`src/rtl/sys_array.sv`:
```
// Square grid of 4x4-bit MAC cells: activations move right, partial sums and weights move down.
// Build option SYS_ARRAY_SAT_EN: each cell's accumulate clamps at 255 instead of wrapping.

module sys_array_pe (
  input  logic       clk,
  input  logic       rst,
  input  logic [3:0] d_left,
  input  logic       a_left,
  input  logic [7:0] s_up,
  input  logic [3:0] w_up,
  input  logic       wren,
  output logic [3:0] d_q,
  output logic       a_q,
  output logic [7:0] s_q,
  output logic [3:0] w_q
);
  logic [3:0] d_d, w_d;
  logic       a_d;
  logic [7:0] s_d, prod;
`ifdef SYS_ARRAY_SAT_EN
  logic [8:0] sum;
`else
  logic [7:0] sum;
`endif

  always_comb begin
    // product uses the weight held before this edge, even while a new one shifts in
    prod = {4'b0, d_left} * {4'b0, w_q};
`ifdef SYS_ARRAY_SAT_EN
    sum  = {1'b0, s_up} + {1'b0, prod};
    s_d  = sum[8] ? 8'hFF : sum[7:0];
`else
    sum  = s_up + prod;
    s_d  = sum;
`endif
    d_d = d_left;
    a_d = a_left;
    w_d = wren ? w_up : w_q;
  end

  always_ff @(posedge clk) begin
    if (rst) begin
      d_q <= '0;
      a_q <= 1'b0;
      s_q <= '0;
      w_q <= '0;
    end else begin
      d_q <= d_d;
      a_q <= a_d;
      s_q <= s_d;
      w_q <= w_d;
    end
  end
endmodule

module sys_array #(
  parameter int row_width = 8
) (
  input  logic                   clk,
  input  logic                   rst,
  input  logic                   active,
  input  logic [4*row_width-1:0] data_in,
  input  logic [4*row_width-1:0] w_in,
  input  logic [8*row_width-1:0] sum_in,
  input  logic [row_width-1:0]   weight_wren,
  output logic [8*row_width-1:0] mac_out,
  output logic [4*row_width-1:0] w_out,
  output logic [row_width-1:0]   weight_wren_out,
  output logic [row_width-1:0]   active_out,
  output logic [4*row_width-1:0] data_out
);
  localparam int N = row_width;

  // grid indices are [row][col]
  logic [N-1:0][N-1:0][3:0] d_g, w_g;
  logic [N-1:0][N-1:0][7:0] s_g;
  logic [N-1:0][N-1:0]      a_g;
  logic [N-1:0]             wren_out_d, wren_out_q;

  for (genvar r = 0; r < N; r++) begin : g_row
    for (genvar c = 0; c < N; c++) begin : g_col
      logic [3:0] d_l, w_u;
      logic       a_l;
      logic [7:0] s_u;

      if (c == 0) begin : g_left_edge
        assign d_l = data_in[4*r +: 4];
        assign a_l = active;
      end else begin : g_left_pe
        assign d_l = d_g[r][c-1];
        assign a_l = a_g[r][c-1];
      end

      if (r == 0) begin : g_top_edge
        assign s_u = sum_in[8*c +: 8];
        assign w_u = w_in[4*c +: 4];
      end else begin : g_top_pe
        assign s_u = s_g[r-1][c];
        assign w_u = w_g[r-1][c];
      end

      sys_array_pe u_pe (
        .clk    (clk),
        .rst    (rst),
        .d_left (d_l),
        .a_left (a_l),
        .s_up   (s_u),
        .w_up   (w_u),
        .wren   (weight_wren[c]),
        .d_q    (d_g[r][c]),
        .a_q    (a_g[r][c]),
        .s_q    (s_g[r][c]),
        .w_q    (w_g[r][c])
      );
    end
  end

  always_comb begin
    wren_out_d = weight_wren;
  end

  always_ff @(posedge clk) begin
    if (rst) wren_out_q <= '0;
    else     wren_out_q <= wren_out_d;
  end

  for (genvar i = 0; i < N; i++) begin : g_out
    assign mac_out[8*i +: 8]  = s_g[N-1][i];
    assign w_out[4*i +: 4]    = w_g[N-1][i];
    assign data_out[4*i +: 4] = d_g[i][N-1];
    assign active_out[i]      = a_g[i][N-1];
  end

  assign weight_wren_out = wren_out_q;
endmodule

```
`config.mk`:
```
export PLATFORM = sky130hd
export DESIGN_NAME = sys_array
export DESIGN_NICKNAME = d
export VERILOG_FILES = /design/src/rtl/sys_array.sv
export SDC_FILE = /design/constraint.sdc
export NUM_CORES = 2
export LEC_CHECK = 0
export ABC_AREA = 1
export BUFFER_PORTS_ARGS = -buffer_cell sky130_fd_sc_hd__buf_2
export CAP_MARGIN = 20
export CELL_PAD_IN_SITES_DETAIL_PLACEMENT = 2
export CELL_PAD_IN_SITES_GLOBAL_PLACEMENT = 2
export CORE_MARGIN = 5
export CORE_UTILIZATION = 41
export DETAILED_ROUTE_END_ITERATION = 10
export PLACE_DENSITY = 0.85
export SETUP_SLACK_MARGIN = 0.05
export SYNTH_ARGS = -nofsm -noshare
export SYNTH_HDL_FRONTEND = slang
export SYNTH_HIERARCHICAL = 1
export SYNTH_SLANG_ARGS = --single-unit
```
`constraint.sdc`:
```
create_clock -name clk -period 6.8 [get_ports clk]
set_input_delay 0.68 -clock clk [delete_from_list [all_inputs] [get_ports clk]]
set_output_delay 0.68 -clock clk [all_outputs]
set_load 0.02 [all_outputs]
```
* Word level (Yosys, flattened, before mapping) *
Cells that the tools add are included.

storage, ports and cells
  flip-flop bits (word level) = 1040
  latch bits = 0
  RAM bits = 0
  ROM bits = 0
  input port bits = 139
  output and inout bits = 144
  logic and storage cells = 329
  memories kept = 0

cells by class
  add/subtract/negate cells = 64
  multiply operators = 64
  div/mod/pow operators = 0
  $lt $le $gt $ge = 0
  eq/ne operators = 0
  shift operators = 0
  multiplexer cells = 0
  bitwise gates (word level) = 0
  reductions and logical operators = 0

operators with widths
  kind                       count
  adder 8 bit                64
  multiplier 4 x 4 -> 8 bit  64

* Depth between registers and ports, before layout *
  word-level depth = 2
  depth in mapped cells = 15
  depth with buffers taken out = 15

* Hierarchy *
The synthesis kept the hierarchy.

by module, submodules not included
  module                                      times used  cells each  area each (um^2)  seq. area each (um^2)
  sys_array_pe at g_row[0].g_col[0].u_pe ...  35          163         1216.2            340.3
  sys_array_pe at g_row[4].g_col[4].u_pe ...  27          163         1209.9            340.3
  sys_array_pe at g_row[2].g_col[0].u_pe      1           170         1244.9            340.3
  sys_array_pe at g_row[7].g_col[7].u_pe      1           169         1233.7            340.3
  sys_array                                   1           25          231.5             160.2

* Worst setup path before layout *
No wires, ideal clock.

  path type = input-to-reg
  start = input data_in[0]
  end = register g_row[0].g_col[0].u_pe.s_q[4]
  setup time = 0.113 ns
  data arrival time = 3.100 ns
  required time = 6.687 ns
  path slack = 3.587 ns
  cell stages on the path = 10
  buffers on the path = 0
  path through = nand2_1 fa_1 fa_1 fa_1 inv_1 ha_1 or2_1 and2_4 nor2_1 nor2_1

on the way
  word-level cells in the longest chain between the ends = 2

RTL lines
  element                    RTL line  RTL
  from (decl)                62        input logic [4*row_width-1:0] data_in,
  multiplier 4 x 4 -> 8 bit  28        prod = {4'b0, d_left} * {4'b0, w_q};
  adder 8 bit                33        sum = s_up + prod;
  to (signal assigned)       45        s_q <= '0;
  to (signal assigned)       50        s_q <= s_d;
  to (decl)                  14        output logic [7:0] s_q,

Every way passes these cells.
A chain may end at the register's enable or synchronous reset.

* Final worst setup path *
  start = register g_row[4].g_col[1].u_pe.w_q[3]
  end = register g_row[4].g_col[1].u_pe.s_q[5]

on the way
  word-level cells in the longest chain between the ends = 2

RTL lines
  element                    RTL line  RTL
  from (decl)                15        output logic [3:0] w_q
  from (signal assigned)     51        w_q <= w_d;
  multiplier 4 x 4 -> 8 bit  28
  adder 8 bit                33
  to (signal assigned)       45
  to (signal assigned)       50
  to (decl)                  14

Every way passes these cells.

==> results.md <==
* Status: completed
* First-pass iteration count of the detailed router at 5
* DPL Wire Length at 171 mm
* Final instance area at 87400 µm²
* Cell count of the worst reg-to-reg path at 11
* Gr usage total at 0.229
* Worst Tran Pin Value at 0.988 ns
* Die height at roughly 450 µm
* CTS Root Cell: clkbuf_16
* Max_slew headroom at 0.341
* Worst Path Class, Setup: reg2reg
* Initial antenna violation count at 2
* DP Worst Slack at 3.23 ns
* Initial Util at 0.411
* Post-cts resize count at 0
* Yosys warns at 6
* Final Critical Period at roughly 3.4 ns
* Synth cell types at 23
* Clock Path Buffers at 3
* Final setup fails at 0
* Dpl cell area at ~80000 µm²
* Hold Crit Start: w_in[16]
* Number of port buffers at between 200 and 300
* I/O pin total at around 280
* Worst hold margin at about 0.11 ns
* Cell Int Power at 12700 µW
* H-Tree Depth at 4
* Row cnt at 160
* Vias at 64100
* Syn nets at 12100
* CTS buffer count at 144
* Power Density at 201 nW/µm²
* RR Endpoint: g_row[4].g_col[1].u_pe/s_q[5]$_SDFF_PP0_
* CP dominant cell by count: fa_1
* Switching pwr at 4870 µW
* CP max stage cell: fa_1
* Hold/Removal Path Class: in2reg
* Mux contribution to synthesized area at 0
* Remaining Overflow, GRT at 0
* Comb power frac at 0.126
* GPL Wtd Cong at 0.819
* Total leakage power at about 0.049 µW
* CP arrival at 4.09 ns
* CP Capture Type: register
* Sequential area share after synthesis at 0.281
* Delay-heaviest family, CP: adder cells
* Clock slew at reported path FFs at 0.06 ns
* First-pass GRT wire length at 377 mm
* Clock power frac at 0.469
* RSZ-0062 raised after global routing: false
* Switching fraction of total power at 0.277
* Hold Path Stages at 3
* DRT antenna net count at 0
* Clk_lat worst skew at 0.79 ns
* Final Max Slew Viols at 0
* Crit path largest cell delay at 0.55 ns
* Critical path buffers and inverters at 1
* Die ar. at 199000 µm²
* Fin crit share at 0.501
* Adder-cell area share of the yosys netlist at 0.302
* CTS Hold Bufs at 0
* Max_cap viols at 0
* CP max FO at 6
* R2r startpoint: g_row[4].g_col[1].u_pe/w_q[3]$_SDFFE_PP0P_
* Final Hold Vio Count at 0
* Commonest non-fill, non-tap cell in the layout: inv_1
* Setup ws final at 3.39 ns
* Nets at roughly 13000
* R2R Setup Slk at 3.39 ns
* Post-Synth XOR/XNOR Area at 0.00719
* DIE WIDTH at 446 µm
* Initial DRC Count at 1638
* Average size of a mapped cell at 7.44 µm²
* Synth Register Bits at between 1000 and 1500
* DRT Wirelength at 223 mm
* Area growth from synthesis to layout at 12.1%
* Cell area after synthesis at 77900 µm²
* Largest net degree at the start of global routing at 138
* Commonest non-fill, non-tap cells in the layout: inv_1, nand2_1, nor2_1, dfxtp_1, ha_1
* Wire per inst at 16.5 µm
* Fmax at 294 MHz
* Vias in the first global route at 76200
* Worst vdd ir at 0.000228 V
* Clk sinks at 1096
* Data required, critical path at 7.49 ns
* Ratio of cells with drive above 1 in the final layout at 0.0694
* Worst hold endpoint: g_row[0].g_col[4].u_pe/w_q[0]$_SDFFE_PP0P_
* CP Launch Type: register
* Sequential group share of total power at 0.404
* Core Footprint at 190000 µm²
* Drt via density at 4.76
* TritonCTS clock tree: yes
* CP Cell Sequence: nand2_1, fa_1, fa_1, fa_1, inv_1, ha_1, nand2_1, nor2_1, nor2_1, o21ai_1, a21oi_1
* Post-Synth Simple-Gate Area at 0.230
* Compound-gate portion of the synthesized area at 0.0361
* Main combinational cell family by area after synthesis: adder cells
* Gate Count Post-Synth at roughly 10000
* Setup repair bufs after CTS at 0
* Final clock skew at 0.0249 ns
* TNS Setup at 0 ns
* Residual DRC at 0
## cell usage after synthesis (all sizes together)
cell	instances	share of area
nand3b	127	0.012
nor2	1673	0.081
o21bai	29	0.0028
dfxtp	1096	0.28
nand4	1	0.000080
fa	576	0.15
nand3	128	0.0083
or2	63	0.0051
nand2	2301	0.12
a21oi	227	0.015
inv	2806	0.14
o21ai	291	0.019
and2	63	0.0071
ha	960	0.15
buf	65	0.0043
xor2	64	0.0072
## power by group through the flow
| stage | logic (µW) | registers (µW) | clock network, µW |
|---|---|---|---|
| 5_1_grt | 2560 | 7150 | 8790 |
| 3_5_place_dp | 2210 | 7250 | 0 |
| 2_1_floorplan | 1490 | 7130 | 0 |
| 4_1_cts | 2280 | 7110 | 8550 |
| 3_3_place_gp | 2020 | 7240 | 0 |
| 6_report | 2220 | 7100 | 8250 |
## tightest hold or removal path: cells and delay by family
kind	cells	cell delay [ns]
buf+inv	1	0.08
simple gates	2	0.12
## sequential cells by signal, summed over array words and instances, names as in the netlist
| signal | cells |
|---|---|
| g_row.g_col.u_pe/a_q | 64 |
| weight_wren_out | 8 |
| g_row.g_col.u_pe/w_q | 256 |
| g_row.g_col.u_pe/d_q | 256 |
| g_row.g_col.u_pe/s_q | 512 |
## worst max path at each step
| stage | slack [ns] | to | start | cells past startpoint |
|---|---|---|---|---|
| after floorplan | 3.59 | g_row[0].g_col[0].u_pe/s_q[4]$_SDFF_PP0_ | data_in[0] | 10 |
| after global placement | 3.36 | g_row[3].g_col[0].u_pe/s_q[4]$_SDFF_PP0_ | data_in[12] | 11 |
| after detailed placement | 3.23 | g_row[1].g_col[0].u_pe/s_q[4]$_SDFF_PP0_ | data_in[4] | 11 |
| after CTS | 3.40 | g_row[4].g_col[1].u_pe/s_q[5]$_SDFF_PP0_ | g_row[4].g_col[1].u_pe/w_q[3]$_SDFFE_PP0P_ | 11 |
| after global routing | 3.21 | g_row[4].g_col[1].u_pe/s_q[5]$_SDFF_PP0_ | g_row[4].g_col[1].u_pe/w_q[3]$_SDFFE_PP0P_ | 11 |
| final | 3.39 | g_row[4].g_col[1].u_pe/s_q[5]$_SDFF_PP0_ | g_row[4].g_col[1].u_pe/w_q[3]$_SDFFE_PP0P_ | 11 |
## area by class of cell
type / count / area, µm²
sequential: 1096 / 21900
fill: 22100 / 102000
multi-input combinational: 6503 / 44800
antenna: 5 / 12.5
inverter: 2806 / 10800
clock inverter: 65 / 961
tap: 2511 / 3140
clock buffer: 195 / 4150
timing repair buffer: 288 / 1520
## metal layers
metal  wire length (µm)  global-route usage
met5                 10                   0
met4               5710              0.0636
met3               4620              0.0282
met2             126000               0.471
met1              86300               0.238
## cell families after synthesis
kind of cell    after synthesis
simple gates               4356
buf+inv                    2871
fa+ha+maj                  1536
flops                      1096
compound gates              547
xor+xnor                     64
## stage by stage
| step | std cells | total power (µW) | utilization |
|---|---|---|---|
| floorplan | 10500 | 8620 | - |
| global placement | 13200 | 9260 | 0.434 |
| detailed placement | 13200 | 9450 | 0.434 |
| CTS | 13500 | 17900 | 0.461 |
| global route | 13500 | 18500 | 0.461 |
| finish | 13500 | 17600 | 0.461 |
Note: power is estimated with default switching activity, not from simulation.
